$ cat src/rtl/rgb_packer_pkg.sv
// rtl/rgb_packer_pkg.sv - shared types and constants for the RGB-to-SRAM packer
//
// Purpose : holds the packer FSM state enum and the words-per-pixel-pair constant.
// Ports   : none (package).

package rgb_packer_pkg;

    // Two 24-bit pixels (48 bits) fit exactly in three 16-bit SRAM words.
    localparam int WORDS_PER_PAIR = 3;

    typedef enum logic [2:0] {
        S_IDLE    = 3'd0,
        S_GET_P0  = 3'd1,
        S_GET_P1  = 3'd2,
        S_WRITE_0 = 3'd3,
        S_WRITE_1 = 3'd4,
        S_WRITE_2 = 3'd5,
        S_DONE    = 3'd6
    } state_t;

endpackage

$ cat src/rtl/rgb_sram_packer.sv
// rtl/rgb_sram_packer.sv - packs RGB888 pixel pairs into three 16-bit SRAM writes
//
// Purpose : after an accepted Start, collects pixel pairs from a valid/ready
//           stream and writes each pair as W0={R0,G0}, W1={B0,R1}, W2={G1,B1}
//           to consecutive SRAM words starting at the latched base address.
//           A frame ends after 3*FRAME_PIXELS/2 words with a Frame_done pulse.
// Ports   : Clock_50, Reset (sync, active-high)
//           Start, Base_address[17:0]         frame request and first word address
//           Pixel_valid/Pixel_ready, Pixel_R/G/B[7:0]   pixel stream
//           SRAM_ready, SRAM_address[17:0], SRAM_write_data[15:0], SRAM_we_n
//           Busy, Frame_done
//           Abort (only when RGB_SRAM_PACKER_ABORT_EN is defined)
// Options : RGB_SRAM_PACKER_ABORT_EN adds the Abort input.

module rgb_sram_packer
    import rgb_packer_pkg::*;
#(
    parameter int          FRAME_PIXELS = 76800,
    parameter logic [17:0] RESET_BASE   = 18'h00000
) (
    input  logic        Clock_50,
    input  logic        Reset,
    input  logic        Start,
    input  logic [17:0] Base_address,
    input  logic        Pixel_valid,
    output logic        Pixel_ready,
    input  logic [7:0]  Pixel_R,
    input  logic [7:0]  Pixel_G,
    input  logic [7:0]  Pixel_B,
    input  logic        SRAM_ready,
    output logic [17:0] SRAM_address,
    output logic [15:0] SRAM_write_data,
    output logic        SRAM_we_n,
    output logic        Busy,
    output logic        Frame_done
`ifdef RGB_SRAM_PACKER_ABORT_EN
    ,
    input  logic        Abort
`endif
);

    localparam logic [31:0] TOTAL_WORDS = 32'(WORDS_PER_PAIR * FRAME_PIXELS / 2);

    if (FRAME_PIXELS <= 0 || (FRAME_PIXELS % 2) != 0) begin : g_bad_frame_pixels
        $error("FRAME_PIXELS must be even and non-zero");
    end

    logic abort_w;
`ifdef RGB_SRAM_PACKER_ABORT_EN
    assign abort_w = Abort;
`else
    assign abort_w = 1'b0;
`endif

    state_t      state_q, state_d;
    logic [17:0] base_q, base_d;
    logic [31:0] word_idx_q, word_idx_d;
    logic [7:0]  r0_q, r0_d, g0_q, g0_d, b0_q, b0_d;
    logic [7:0]  r1_q, r1_d, g1_q, g1_d, b1_q, b1_d;
    logic        we_n_q, we_n_d;
    logic [17:0] addr_q, addr_d;
    logic [15:0] wdata_q, wdata_d;
    logic        busy_q, busy_d;
    logic        frame_done_q, frame_done_d;
    logic        accept;

    // Abort gates ready so a pixel is never consumed in the cycle we abandon the frame.
    assign Pixel_ready = (state_q == S_GET_P0 || state_q == S_GET_P1) && SRAM_ready && !abort_w;
    assign accept      = Pixel_valid && Pixel_ready;

    // State register
    always_ff @(posedge Clock_50) begin
        if (Reset) begin
            state_q <= S_IDLE;
        end else begin
            state_q <= state_d;
        end
    end

    // Next-state logic. SRAM_ready is only consulted at Start and in the pixel
    // states, so a triple that has begun always completes.
    always_comb begin
        state_d = state_q;
        if (abort_w && state_q != S_IDLE) begin
            state_d = S_IDLE;
        end else begin
            case (state_q)
                S_IDLE:    if (Start && SRAM_ready) state_d = S_GET_P0;
                S_GET_P0:  if (accept) state_d = S_GET_P1;
                S_GET_P1:  if (accept) state_d = S_WRITE_0;
                S_WRITE_0: state_d = S_WRITE_1;
                S_WRITE_1: state_d = S_WRITE_2;
                // word_idx_q already counts the W2 word here
                S_WRITE_2: state_d = (word_idx_q == TOTAL_WORDS) ? S_DONE : S_GET_P0;
                S_DONE:    state_d = S_IDLE;
                default:   state_d = S_IDLE;
            endcase
        end
    end

    // Output / datapath logic. Registered outputs are computed from the state
    // being entered, so they are valid during the cycle the FSM sits in it.
    always_comb begin
        base_d       = base_q;
        word_idx_d   = word_idx_q;
        r0_d         = r0_q;
        g0_d         = g0_q;
        b0_d         = b0_q;
        r1_d         = r1_q;
        g1_d         = g1_q;
        b1_d         = b1_q;
        addr_d       = addr_q;
        wdata_d      = wdata_q;
        we_n_d       = 1'b1;
        busy_d       = (state_d != S_IDLE) && (state_d != S_DONE);
        frame_done_d = (state_d == S_DONE);

        if (state_q == S_IDLE && state_d == S_GET_P0) begin
            base_d     = Base_address;
            word_idx_d = '0;
        end
        if (state_q == S_GET_P0 && accept) begin
            r0_d = Pixel_R;
            g0_d = Pixel_G;
            b0_d = Pixel_B;
        end
        if (state_q == S_GET_P1 && accept) begin
            r1_d = Pixel_R;
            g1_d = Pixel_G;
            b1_d = Pixel_B;
        end

        if (state_d == S_WRITE_0 || state_d == S_WRITE_1 || state_d == S_WRITE_2) begin
            we_n_d     = 1'b0;
            // 18-bit truncation gives the modulo wrap past 18'h3FFFF
            addr_d     = 18'(32'(base_q) + word_idx_q);
            word_idx_d = word_idx_q + 32'd1;
            case (state_d)
                S_WRITE_0: wdata_d = {r0_q, g0_q};
                S_WRITE_1: wdata_d = {b0_q, r1_q};
                default:   wdata_d = {g1_q, b1_q};
            endcase
        end
    end

    always_ff @(posedge Clock_50) begin
        if (Reset) begin
            base_q       <= RESET_BASE;
            word_idx_q   <= '0;
            r0_q         <= '0;
            g0_q         <= '0;
            b0_q         <= '0;
            r1_q         <= '0;
            g1_q         <= '0;
            b1_q         <= '0;
            we_n_q       <= 1'b1;
            addr_q       <= '0;
            wdata_q      <= '0;
            busy_q       <= 1'b0;
            frame_done_q <= 1'b0;
        end else begin
            base_q       <= base_d;
            word_idx_q   <= word_idx_d;
            r0_q         <= r0_d;
            g0_q         <= g0_d;
            b0_q         <= b0_d;
            r1_q         <= r1_d;
            g1_q         <= g1_d;
            b1_q         <= b1_d;
            we_n_q       <= we_n_d;
            addr_q       <= addr_d;
            wdata_q      <= wdata_d;
            busy_q       <= busy_d;
            frame_done_q <= frame_done_d;
        end
    end

    assign SRAM_we_n       = we_n_q;
    assign SRAM_address    = addr_q;
    assign SRAM_write_data = wdata_q;
    assign Busy            = busy_q;
    assign Frame_done      = frame_done_q;

endmodule
$ cat config.mk
export PLATFORM = sky130hd
export DESIGN_NAME = rgb_sram_packer
export DESIGN_NICKNAME = d
export VERILOG_FILES = /design/src/rtl/rgb_packer_pkg.sv /design/src/rtl/rgb_sram_packer.sv
export SDC_FILE = /design/constraint.sdc
export NUM_CORES = 1
export LEC_CHECK = 0
export CORE_ASPECT_RATIO = 1.5
export CORE_MARGIN = 4
export CORE_UTILIZATION = 50
export CTS_BUF_LIST = sky130_fd_sc_hd__clkbuf_4
export DETAILED_ROUTE_END_ITERATION = 7
export GPL_TIMING_DRIVEN = 0
export PLACE_DENSITY = 0.76
export REMOVE_ABC_BUFFERS = 1
export SYNTH_ARGS = -nofsm -noshare
export SYNTH_HDL_FRONTEND = slang
export SYNTH_SLANG_ARGS = --single-unit
$ cat constraint.sdc
create_clock -name Clock_50 -period 2.1 [get_ports Clock_50]
set_input_delay 0.42 -clock Clock_50 [delete_from_list [all_inputs] [get_ports Clock_50]]
set_output_delay 0.42 -clock Clock_50 [all_outputs]
set_load 0.01 [all_outputs]
After elaboration in Yosys (flattened, before gate mapping)
Index checks and enable logic that the tools add are counted.
{"block": "classes", "n_addsub": 2, "eq_ne": 12, "n_mux": 9, "reduce_logical": 13}
{"cell": "$mux W32", "n": 2}
{"cell": "$add A32 B1 Y32 const B", "n": 1}
{"cell": "$eq A32 B17 Y1 const B", "n": 1}
{"cell": "$pmux W16 S2", "n": 1}
{"cell": "$add A18 B18 Y18", "n": 1}
{"cell": "$pmux W3 S6", "n": 1}
{"cell": "$eq A3 B3 Y1 const B", "n": 5}
{"cell": "$mux W3", "n": 4}
{"cell": "$eq A3 B2 Y1 const B", "n": 3}
{"cell": "$logic_and A1 B1 Y1", "n": 7}
{"cell": "$eq A3 B1 Y1 const B", "n": 2}
{"cell": "$logic_not A3 Y1", "n": 1}
{"cell": "$logic_or A1 B1 Y1", "n": 3}
{"cell": "$ne A3 B3 Y1 const B", "n": 1}
{"cell": "$reduce_bool A3 Y1", "n": 1}
{"cell": "$reduce_bool A2 Y1", "n": 1}
{"cell": "$mux W1", "n": 1}
{"block": "totals", "register_bits": 138, "in_bits": 47, "out_inout_bits": 38, "elab_cells": 50}

Depth between registers and ports, before layout
{"block": "depth", "word_depth": 10, "depth_mapped": 12}

Least setup slack after synthesis
OpenSTA, ideal clock, no wires.
{"block": "synth_timing", "path_type": "register to register", "startpoint": "reg word_idx_q[0]", "endpoint": "reg addr_q[16], in the netlist SRAM_address[16]", "setup_time_ns": 0.086, "t_arrival_ns": 2.053, "path_slack_ns": -0.040, "stages_incl_launch_ff": 10, "n_path_buf": 0, "period_less_slack_ns": 2.140, "cell_sequence": "dfxtp_1 -> ha_1 -> inv_1 -> fa_1 -> nor2b_1 -> o2111ai_1 -> nand4_1 -> a21oi_1 -> mux2_2 -> a221oi_2"}
{"block": "synth_via", "elab_chain_len": 6, "elab_cells_between_ends": 9, "classes_between": "1 x add/sub; 4 x eq/ne; 2 x mux; 2 x reduce/logical"}
{"element": "start, declared", "line": "rgb_sram_packer.sv:57", "source": "logic [31:0] word_idx_q, word_idx_d;"}
{"element": "start signal, assigned", "line": "rgb_sram_packer.sv:163", "source": "word_idx_q <= word_idx_d;"}
{"element": "$eq A32 B17 Y1", "line": "rgb_sram_packer.sv:94", "source": "S_WRITE_2: state_d = (word_idx_q == TOTAL_WORDS) ? S_DONE : S_GET_P0;"}
{"element": "$mux W3", "line": "rgb_sram_packer.sv:94"}
{"element": "$pmux W3 S6", "line": "rgb_sram_packer.sv:87", "source": "case (state_q)"}
{"element": "$eq A3 B2 Y1 or $eq A3 B3 Y1 (tied branches)", "line": "rgb_sram_packer.sv:133", "source": "if (state_d == S_WRITE_0 || state_d == S_WRITE_1 || state_d == S_WRITE_2) begin"}
{"element": "$logic_or A1 B1 Y1 (2 in series)", "line": "rgb_sram_packer.sv:133"}
{"element": "end signal, assigned", "line": "rgb_sram_packer.sv:171", "source": "addr_q <= addr_d;"}
{"element": "end, declared", "line": "rgb_sram_packer.sv:61", "source": "logic [17:0] addr_q, addr_d;"}
Several ways; a longest one is shown, not always the timed one.
A chain may end at the register's enable or synchronous reset.

Worst setup path in the final report
{"block": "layout_timing", "startpoint": "reg word_idx_q[0]", "endpoint": "reg addr_q[10], in the netlist SRAM_address[10]"}
Same word-level chain as after synthesis.

==> key figures <==
Status
  – Status: finished with violations
  – Failing checks: negative setup slack

Logic synthesis
  – Synth Instances: around 830
  – Top-count cell post-synth: nand2_1
  – Distinct cell type count after synthesis: 59
  – Synth area leaders: dfxtp_1 42%, nand2_1 9.8%, a21oi_1 7.5%
  – Most used DFF post-synth: dfxtp_1
  – Post-synth top area share: between 40% and 50%
  – Yosys warning count: 0
  – Yosys top cell by area: dfxtp_1
  – Sequential area share after synthesis: between 40% and 50%
  – Asr flop ratio synth: 0%
  – Avg Cell Area, Syn: 7.88 sq um
  – Synthesized flop and latch total: 138
  – Post-synth EDFFs: 0
  – Synth cell count leaders: 171 x nand2_1, 138 x dfxtp_1, 98 x a21oi_1
  – Synthesized cell area: about 6500 sq um

Hold path
  – Hold path depth: 2
  – Worst hold path class: in -> reg

Routing
  – ANT nets after route: 0
  – Vias per cell: a little over 6
  – Per-cell routed wire length: between 15 and 20 microns
  – Routed WL: ~20 mm
  – Vias post-DR: between 6000 and 7000
  – Initial DRC Count: about 460
  – Drt drc: 0
  – Drt first pass iters: 5

Pwr
  – Combinational fraction of design power: approximately 8.4%
  – NetSw: 1470 uW
  – Switch share: roughly 29%
  – Clock share of power: slightly below 40%
  – P_leak: approximately 0.0029 uW
  – Seq pwr share: between 50% and 60%
  – Peak VDD IR: roughly 420 uV
  – Int Power: roughly 3600 uW
  – Power density over the cells: 612 nW/um^2

STA
  – Period minus WS final: roughly 2.3 ns
  – Fmax: about 430 MHz
  – Period utilization: 110%
  – Clock skew: between 0.02 and 0.025 ns
  – Setup WS post-layout: -0.219 ns
  – Max_slew headroom: 37.4%
  – Slew Viols, Final: 0
  – Worst slew pin tran: 0.939 ns
  – RSZ-0062 raised after global routing: yes
  – Final Setup Violations: 6
  – Hold WS: ~0.26 ns
  – Final Hold Viols: 0

Floorplanning
  – Initial Util: around half
  – Die area: around 15000 sq um
  – Die Y: ~150 microns
  – IO Pins: 85
  – Die Width: about 100 microns
  – CORE AREA: 12600 sq um
  – Floorplan row count: 50

Setup path
  – Reg2Reg Depth: 12
  – Crit Path Class: reg -> reg
  – CP startpoint kind: flip-flop
  – Slowest stage cell, crit path: fa_2
  – Worst-path maximum fanout: 3
  – Most common cell on crit path: buf_4
  – Slowest cell delay on critical path: about 0.42 ns
  – CP required: between 2 and 3 ns
  – Critical path, cell by cell: ha_4 > inv_2 > fa_2 > nor2b_4 > o2111ai_4 > buf_4 > buf_6 > buf_4 > nand3_1 > a31oi_1 > xor2_1 > o22ai_1
  – Worst Path Arrival: 2.77 ns
  – Worst Setup End Kind: flip-flop

Layout
  – Share of cells above drive strength 1: between 10% and 20%
  – # fillers: ~1000
  – Final core utilization: 65.9%
  – Finished Cell Area: around 8300 sq um
  – Net count, final: around 1000
  – Area growth syn-to-layout: 27.7%

Placed design
  – Pre-CTS WS: -1.22 ns
  – Post-DP HPWL: between 10 and 15 mm
  – Buffers on Ports: between 80 and 90
  – Gpl congestion: 0.907
  – Post-DP Area: around 7400 sq um

Global route
  – Antenna violations before repair: 1
  – Gr ovfl total: 0
  – First-pass GRT wire length: 30.9 mm
  – Total track usage: about a quarter
  – Number of global-route vias before repair: around 6500
  – Largest net degree at the start of global routing: 84

Clock tree
  – Worst-path clk slew: roughly 0.16 ns
  – Clk sinks: 138
  – Depth of the CTS H-tree: 4
  – CTS Root Cell: clkbuf_4
  – TritonCTS clock tree: yes
  – Num CTS Buffers: 17
  – Clk Latency, worst-skew pair: about 0.57 ns
  – Cts hold-fix bufs: 0
  – Clock Tree Buf Depth: 2

Job
  – Max-cap violations: 0
-- area by class of cell --
type / count / area, sq um / area share, %
multi-input cells: 630 / 3870 / 46.4
inverters: 11 / 43.8 / 0.526
diodes: 1 / 2.50 / 0.0300
flip-flops and latches: 138 / 2810 / 33.7
repair buffers: 113 / 1090 / 13.1
clock buffers: 17 / 128 / 1.53
well taps: 156 / 195 / 2.34
clock inverters: 15 / 191 / 2.30
-- cell families (layout without fill, tap and decap cells) --
family | count (synthesis) | in the layout | share of synthesized area (%)
other | 0 | 1 | 0
adder cells (fa/ha/maj) | 20 | 20 | 3.95
AND/OR/NAND/NOR | 341 | 346 | 24.4
XOR/XNOR | 7 | 7 | 0.940
flip-flops | 138 | 138 | 42.3
buffers and inverters | 65 | 156 | 4.64
AO/OA/AOI/OAI | 255 | 255 | 23.4
multiplexers | 2 | 2 | 0.326
-- worst max-delay path: cells and delay by family (launching register included) --
kind            cells  cell delay [ns]
buf+inv             4             0.45
flops               1             0.39
fa+ha+maj           2             0.55
simple gates        2             0.25
compound gates      3             0.37
xor+xnor            1             0.20
-- registers in the layout, summed over array words and instances, names as in the netlist, 3 cells and up --
register         flops
state_q              3
SRAM_address        18
b1_q                 8
r0_q                 8
base_q              18
r1_q                 8
g0_q                 8
b0_q                 8
g1_q                 8
word_idx_q          32
SRAM_write_data     16
-- layout by cell type, fill, tap and decap left out, drive strengths merged, types with 19 or more instances in the layout --
| cell type | count |
|---|---|
| o21ai | 63 |
| nand3 | 22 |
| dfxtp | 138 |
| a211oi | 22 |
| ha | 19 |
| nor2 | 58 |
| inv | 22 |
| nand2 | 171 |
| clkdlybuf4s50 | 82 |
| a21oi | 98 |
| buf | 30 |
-- repair_timing --
| action | 4_1_cts | 5_1_grt |
|---|---|---|
| pin swaps | 19 | 18 |
| cloned | 3 | 2 |
| buffers inserted | 16 | 8 |
| setup endpoints to repair | 90 | 49 |
| resized for setup | 61 | 41 |
-- final timing paths --
check	from	endpoint	slack, ns
worst max-delay path	word_idx_q[0]$_SDFFE_PP0P_	SRAM_address[10]$_SDFFE_PP0P_	-0.22
worst min-delay path	Reset	g0_q[4]$_SDFFE_PP0P_	0.26
worst max register to register	word_idx_q[0]$_SDFFE_PP0P_	SRAM_address[10]$_SDFFE_PP0P_	-0.22
worst min register to register	b1_q[6]$_SDFFE_PP0P_	b1_q[6]$_SDFFE_PP0P_	0.46
-- layer usage --
layer | vias to the layer above | wire [microns] | GRT usage, %
met1 | 3151 | 7440 | 28.1
met3 | 61 | 1250 | 5.62
met4 | 0 | 639 | 12.8
li1 | 3140 | - | -
met5 | - | 0 | 0
met2 | 299 | 10300 | 44.6
-- through the flow --
stage                     TNS [ns]  cells  total power, uW
after detailed placement    -58.46   1020             3150
after CTS                   -0.348   1071             5090
final                       -0.867   1081             5100
after global routing         -1.22   1081             5270
after floorplan             -29.05    774             2910
after global placement     -341.27   1014             3120
-- power by group through the flow --
stage	logic, uW	clock network [uW]	registers, uW
CTS	412	1980	2700
detailed placement	392	0	2750
finish	430	1970	2690
global route	465	2110	2700
floorplan	159	0	2750
global placement	369	0	2750
(Power assumes the default switching activity.)
